`src/rtl/pixel_stream_packer.sv`:
```
// Packs 8-bit RGB pixels into 32-bit AXI4-Stream video words through a small FWFT FIFO,
// and checks line/frame geometry of the accepted input beats against the configured size.
module pixel_stream_packer #(
    parameter int         DEPTH = 16,
    parameter logic [7:0] ALPHA = 8'hFF
) (
    input  logic                      aclk,
    input  logic                      aresetn,
    input  logic [12:0]               image_width,
    input  logic [12:0]               image_height,
    input  logic [7:0]                in_r,
    input  logic [7:0]                in_g,
    input  logic [7:0]                in_b,
    input  logic                      in_valid,
    input  logic                      in_sof,
    input  logic                      in_eol,
    output logic                      in_ready,
    output logic [31:0]               m_axis_tdata,
    output logic                      m_axis_tvalid,
    input  logic                      m_axis_tready,
    output logic                      m_axis_tuser,
    output logic                      m_axis_tlast,
    input  logic                      err_clear,
    output logic                      line_err,
    output logic                      sof_err,
    output logic                      frame_done,
    output logic [15:0]               frame_count,
    output logic [$clog2(DEPTH):0]    fill_level
);
    localparam int            AW      = $clog2(DEPTH);
    localparam int            CW      = AW + 1;
    localparam logic [CW-1:0] DEPTH_C = CW'(DEPTH);

    logic [25:0]   mem_r [DEPTH];
    logic [AW-1:0] wr_ptr_r;
    logic [AW-1:0] rd_ptr_r;
    logic [CW-1:0] count_r;
    logic [CW-1:0] count_nxt_s;
    logic          in_ready_r;
    logic          tvalid_r;
    logic          acc_s;
    logic          rd_s;
    logic [25:0]   head_s;

    logic [12:0]   x_cnt_r;
    logic [12:0]   y_cnt_r;
    logic          armed_r;
    logic          line_err_r;
    logic          sof_err_r;
    logic          frame_done_r;
    logic [15:0]   frame_count_r;

    logic [12:0]   x_s;
    logic [12:0]   y_s;
    logic [12:0]   x_nxt_s;
    logic [12:0]   y_nxt_s;
    logic [12:0]   w_last_s;
    logic [12:0]   h_last_s;
    logic          armed_s;
    logic          line_bad_s;
    logic          sof_bad_s;
    logic          frame_end_s;

    assign acc_s  = in_valid & in_ready_r;
    assign rd_s   = tvalid_r & m_axis_tready;
    assign head_s = mem_r[rd_ptr_r];

    // Next occupancy from the accept/read pair
    always_comb begin
        count_nxt_s = count_r;
        case ({acc_s, rd_s})
            2'b10:   count_nxt_s = count_r + CW'(1'b1);
            2'b01:   count_nxt_s = count_r - CW'(1'b1);
            default: count_nxt_s = count_r;
        endcase
    end

    // FIFO storage; entries are don't-care until written
    always_ff @(posedge aclk) begin
        if (acc_s) begin
            mem_r[wr_ptr_r] <= {in_sof, in_eol, in_r, in_g, in_b};
        end
    end

    // Pointers, occupancy and the registered handshake flags
    always_ff @(posedge aclk or negedge aresetn) begin
        if (!aresetn) begin
            wr_ptr_r   <= {AW{1'b0}};
            rd_ptr_r   <= {AW{1'b0}};
            count_r    <= {CW{1'b0}};
            in_ready_r <= 1'b0;
            tvalid_r   <= 1'b0;
        end else begin
            if (acc_s) begin
                wr_ptr_r <= wr_ptr_r + AW'(1'b1);
            end
            if (rd_s) begin
                rd_ptr_r <= rd_ptr_r + AW'(1'b1);
            end
            count_r    <= count_nxt_s;
            // Ready comes from next occupancy, so it rises one cycle after release or a read
            in_ready_r <= (count_nxt_s < DEPTH_C);
            tvalid_r   <= (count_nxt_s != {CW{1'b0}});
        end
    end

    // Position of the current beat and the checks made on it
    always_comb begin
        w_last_s = image_width - 13'd1;
        h_last_s = image_height - 13'd1;
        if (in_sof) begin
            x_s = 13'd0;
            y_s = 13'd0;
        end else begin
            x_s = x_cnt_r;
            y_s = y_cnt_r;
        end
        // The checker stays quiet until the first SOF arms it
        armed_s     = armed_r | in_sof;
        sof_bad_s   = armed_r & in_sof & ((x_cnt_r != 13'd0) | (y_cnt_r != 13'd0));
        line_bad_s  = armed_s & (in_eol ? (x_s != w_last_s) : (x_s == w_last_s));
        frame_end_s = armed_s & in_eol & (y_s == h_last_s);
        if (in_eol) begin
            x_nxt_s = 13'd0;
            y_nxt_s = (y_s == h_last_s) ? 13'd0 : (y_s + 13'd1);
        end else begin
            x_nxt_s = x_s + 13'd1;
            y_nxt_s = y_s;
        end
    end

    // Geometry counters, sticky errors and frame statistics
    always_ff @(posedge aclk or negedge aresetn) begin
        if (!aresetn) begin
            x_cnt_r       <= 13'd0;
            y_cnt_r       <= 13'd0;
            armed_r       <= 1'b0;
            line_err_r    <= 1'b0;
            sof_err_r     <= 1'b0;
            frame_done_r  <= 1'b0;
            frame_count_r <= 16'd0;
        end else begin
            if (acc_s) begin
                x_cnt_r <= x_nxt_s;
                y_cnt_r <= y_nxt_s;
                armed_r <= armed_s;
            end
            // A new error in the clearing cycle wins over the clear
            line_err_r    <= (line_err_r & ~err_clear) | (acc_s & line_bad_s);
            sof_err_r     <= (sof_err_r & ~err_clear) | (acc_s & sof_bad_s);
            frame_done_r  <= acc_s & frame_end_s;
            frame_count_r <= frame_count_r + {15'd0, acc_s & frame_end_s};
        end
    end

    assign in_ready      = in_ready_r;
    assign m_axis_tvalid = tvalid_r;
    assign m_axis_tdata  = {ALPHA, head_s[23:0]};
    assign m_axis_tuser  = tvalid_r & head_s[25];
    assign m_axis_tlast  = tvalid_r & head_s[24];
    assign line_err      = line_err_r;
    assign sof_err       = sof_err_r;
    assign frame_done    = frame_done_r;
    assign frame_count   = frame_count_r;
    assign fill_level    = count_r;

endmodule

```
`config.mk`:
```
export PLATFORM = sky130hd
export DESIGN_NAME = pixel_stream_packer
export DESIGN_NICKNAME = d
export VERILOG_FILES = /design/src/rtl/pixel_stream_packer.sv
export SDC_FILE = /design/constraint.sdc
export NUM_CORES = 1
export LEC_CHECK = 0
export ABC_AREA = 1
export CAP_MARGIN = 40
export CORE_ASPECT_RATIO = 1.5
export CORE_MARGIN = 2
export CORE_UTILIZATION = 54
export CTS_CLUSTER_SIZE = 14
export DETAILED_ROUTE_END_ITERATION = 8
export GPL_TIMING_DRIVEN = 0
export PLACE_DENSITY = 0.73
export SLEW_MARGIN = 10
export SYNTH_ARGS = -nofsm -noshare
export SYNTH_HDL_FRONTEND = slang
export SYNTH_SLANG_ARGS = --single-unit
export TNS_END_PERCENT = 20
```
`constraint.sdc`:
```
create_clock -name aclk -period 3.5 [get_ports aclk]
set_input_delay 0.525 -clock aclk [delete_from_list [all_inputs] [get_ports aclk]]
set_output_delay 0.525 -clock aclk [all_outputs]
set_load 0.005 [all_outputs]
```
==> impl_metrics.ini <==
[timing]
period_share = 0.999
timing.hold.ws_ps = 47.1
max_freq_ghz = 0.286
tns_ps = 0
layout_min_cycle_time_ps = 3500
slew_violations = 0
worst_slew_pin_slew_ps = 970
finClkSkew_ps = 31.2
slew_headroom = 0.353
finalSetupViolCount = 0
worst_slack_ps = 4.40
rsz0062_at_grt = yes
hold_viol_final = 0

[worst_setup_path]
reg2reg_depth = 13
regToRegSetupSlack_ps = 430
rr_startpoint = in_ready$_DFF_PN0_
crit_path_end_kind = output pin
arrival_ps = 2970
cp-start-kind = flop
cp.required_ps = 2970
reg2reg_to = m_axis_tvalid$_DFF_PN0_
worstPathMaxFanout = 10
crit_type = reg2out

[route]
avgRoutedWirePerCell_um = 23.7
remaining_drc_errors = 0
drtIter0Drc = 1660
wirelength_mm = 60.2
vias = 15500
viasPerCell = 6.11
ant_nets = 0
first_pass_iters = 8

[placement]
port-buffer-count = 108
pre_cts_ws_ps = -980
gp_congestion = 0.867
dp_cells = 2455
placed_area_sq_um = 22900
hpwl_mm = 40.6

[floorplan]
start_util = 0.548
fp.dieH_um = 243
ios = 117
die_w_um = 164
coreArea_sq_um = 37700
dieArea_sq_um = 39800
row_count = 87

[finish]
insertedDiodeCount = 0
layout-drive-gt1-share = 0.106
fin_area_sq_um = 24500
final_common_cell = edfxtp_1
stdcell_count = 2537
fin_nets = 2088
fin_util = 0.651
final_cell_mix = 416 x edfxtp_1, 272 x nor2_1, 265 x nand2_1
filler_cell_count = 2861
syn2layout_area_growth_pct = 18.9

[pwr]
leakage_nw = 8.97
ir_worst_vdd_v = 0.000514
p_total_mw = 18.4
p_per_area_nw_per_um2 = 751

[hold_path]
worstHoldPathType = in2async

[logic_synthesis]
syn_area_per_cell_sq_um = 11.3
synth_area_leader_cell = edfxtp_1
synth_cells = 1828
synthesis.area_sq_um = 20600
synth.top_cell.area_share = 0.606
yosysWarnings = 0
synth_seq_cells = 477
synth_cell_types = 41
seq_area_frac_synth = 0.680
synth_area_leaders = edfxtp_1 61%, dfrtp_1 7.4%, o21ai_0 5.5%

[global_routing]
grt_pass1_wl_mm = 90.3
grt_max_degree = 62
overflow = 0
first_global_vias = 15700
grt_antenna_before_repair = 1
track_usage = 0.306

[run]
max_cap_viol_count = 0

[cts]
cts_sinks = 477
clk_pin_slew_worst_paths_ps = 70
clkLatencyLatePin_ps = 580
tritoncts = yes
clockBufferDepth = 3
ctsHoldBuffers = 0
root_buffer = clkbuf_16
htreeDepth = 2
numCtsBuffers = 44

[status]
run_status = complete, no violations
==> power breakdown <==
| group | leakage [nW] | internal (mW) | total [mW] | switching (mW) |
|---|---|---|---|---|
| logic | 3.78 | 2.37 | 6.97 | 4.60 |
| clock network | 0.661 | 2.52 | 4.60 | 2.08 |
| registers | 4.53 | 6.62 | 6.85 | 0.222 |
==> cells in the mapped netlist <==
cell type / instances
a31oi_1: 2
o21ai_0: 225
o32ai_1: 2
or2_2: 2
nor2_2: 5
and3_1: 2
fa_1: 1
buf_12: 1
buf_2: 11
a21oi_1: 6
nand3_1: 95
nor3_2: 2
nor3b_1: 1
clkbuf_1: 69
o31ai_1: 1
edfxtp_1: 416
inv_2: 1
o22ai_1: 30
xnor2_1: 11
dfrtp_1: 61
nor4_1: 5
nand4_1: 14
inv_8: 1
clkinv_1: 1
ha_1: 15
buf_1: 10
buf_6: 3
o221ai_1: 83
nor2_1: 293
inv_1: 124
xor2_1: 24
nor3_1: 6
o21ai_1: 1
buf_4: 8
nand3b_1: 3
nor2_4: 1
a21o_1: 1
nand2_2: 3
nand2_1: 265
conb_1: 1
o211ai_1: 22
==> layer usage <==
| layer | vias up | wire length [um] | track usage |
|---|---|---|---|
| li1 | 6882 | - | - |
| met1 | 7479 | 20400 | 0.353 |
| met2 | 940 | 30900 | 0.536 |
| met3 | 208 | 5360 | 0.0456 |
| met4 | 0 | 3490 | 0.180 |
| met5 | - | 0 | 0 |
==> cell type report <==
cell class	instances	area (sq um)	share of cell area
sequential	477	14000	0.572
multi-input combinational	1129	5880	0.240
timing repair buffer	135	1550	0.0631
clock buffer	59	1220	0.0497
buffer	101	633	0.0258
tap	489	612	0.0249
inverter	127	484	0.0197
clock inverter	20	130	0.00530
==> state kept, by name (all words and copies together), names as in the netlist <==
register / flops
armed_r: 1
fill_level: 5
frame_count: 16
frame_done: 1
in_ready: 1
line_err: 1
m_axis_tvalid: 1
mem_r: 416
rd_ptr_r: 4
sof_err: 1
wr_ptr_r: 4
x_cnt_r: 13
y_cnt_r: 13
==> critical path: stages, from the launching register on <==
cell             delay, ps
dfrtp_1                800
clkbuf_1               630
o211ai_1               320
nand2_1                150
clkdlybuf4s50_1        510
==> kinds of logic after synthesis <==
logic type,share of synthesized area
simple gates,0.138
flops,0.680
buf+inv,0.0460
xor+xnor,0.0149
compound gates,0.111
other cells,0.000182
fa+ha+maj,0.0101
==> timing repair <==
item                                    CTS  global route
pin swaps                                 0             8
resized for setup                        73            78
endpoints found under the setup margin   33            33
setup buffers                             0             4
==> worst max path at each step <==
stage | startpoint | endpoint | slack [ps] | cells past startpoint
after floorplan | in_valid | mem_r[11][0]$_DFFE_PP_ | 510 | 2
after global placement | in_valid | mem_r[11][11]$_DFFE_PP_ | -2540 | 3
after detailed placement | in_sof | frame_count[15]$_DFF_PN0_ | -980 | 24
after CTS | rd_ptr_r[1]$_DFFE_PN0P_ | m_axis_tdata[16] | 0.3 | 7
after global routing | rd_ptr_r[0]$_DFFE_PN0P_ | m_axis_tdata[22] | -40 | 9
final | rd_ptr_r[3]$_DFFE_PN0P_ | m_axis_tdata[22] | 4 | 4
No activity file was read; power rests on OpenSTA's default activity.
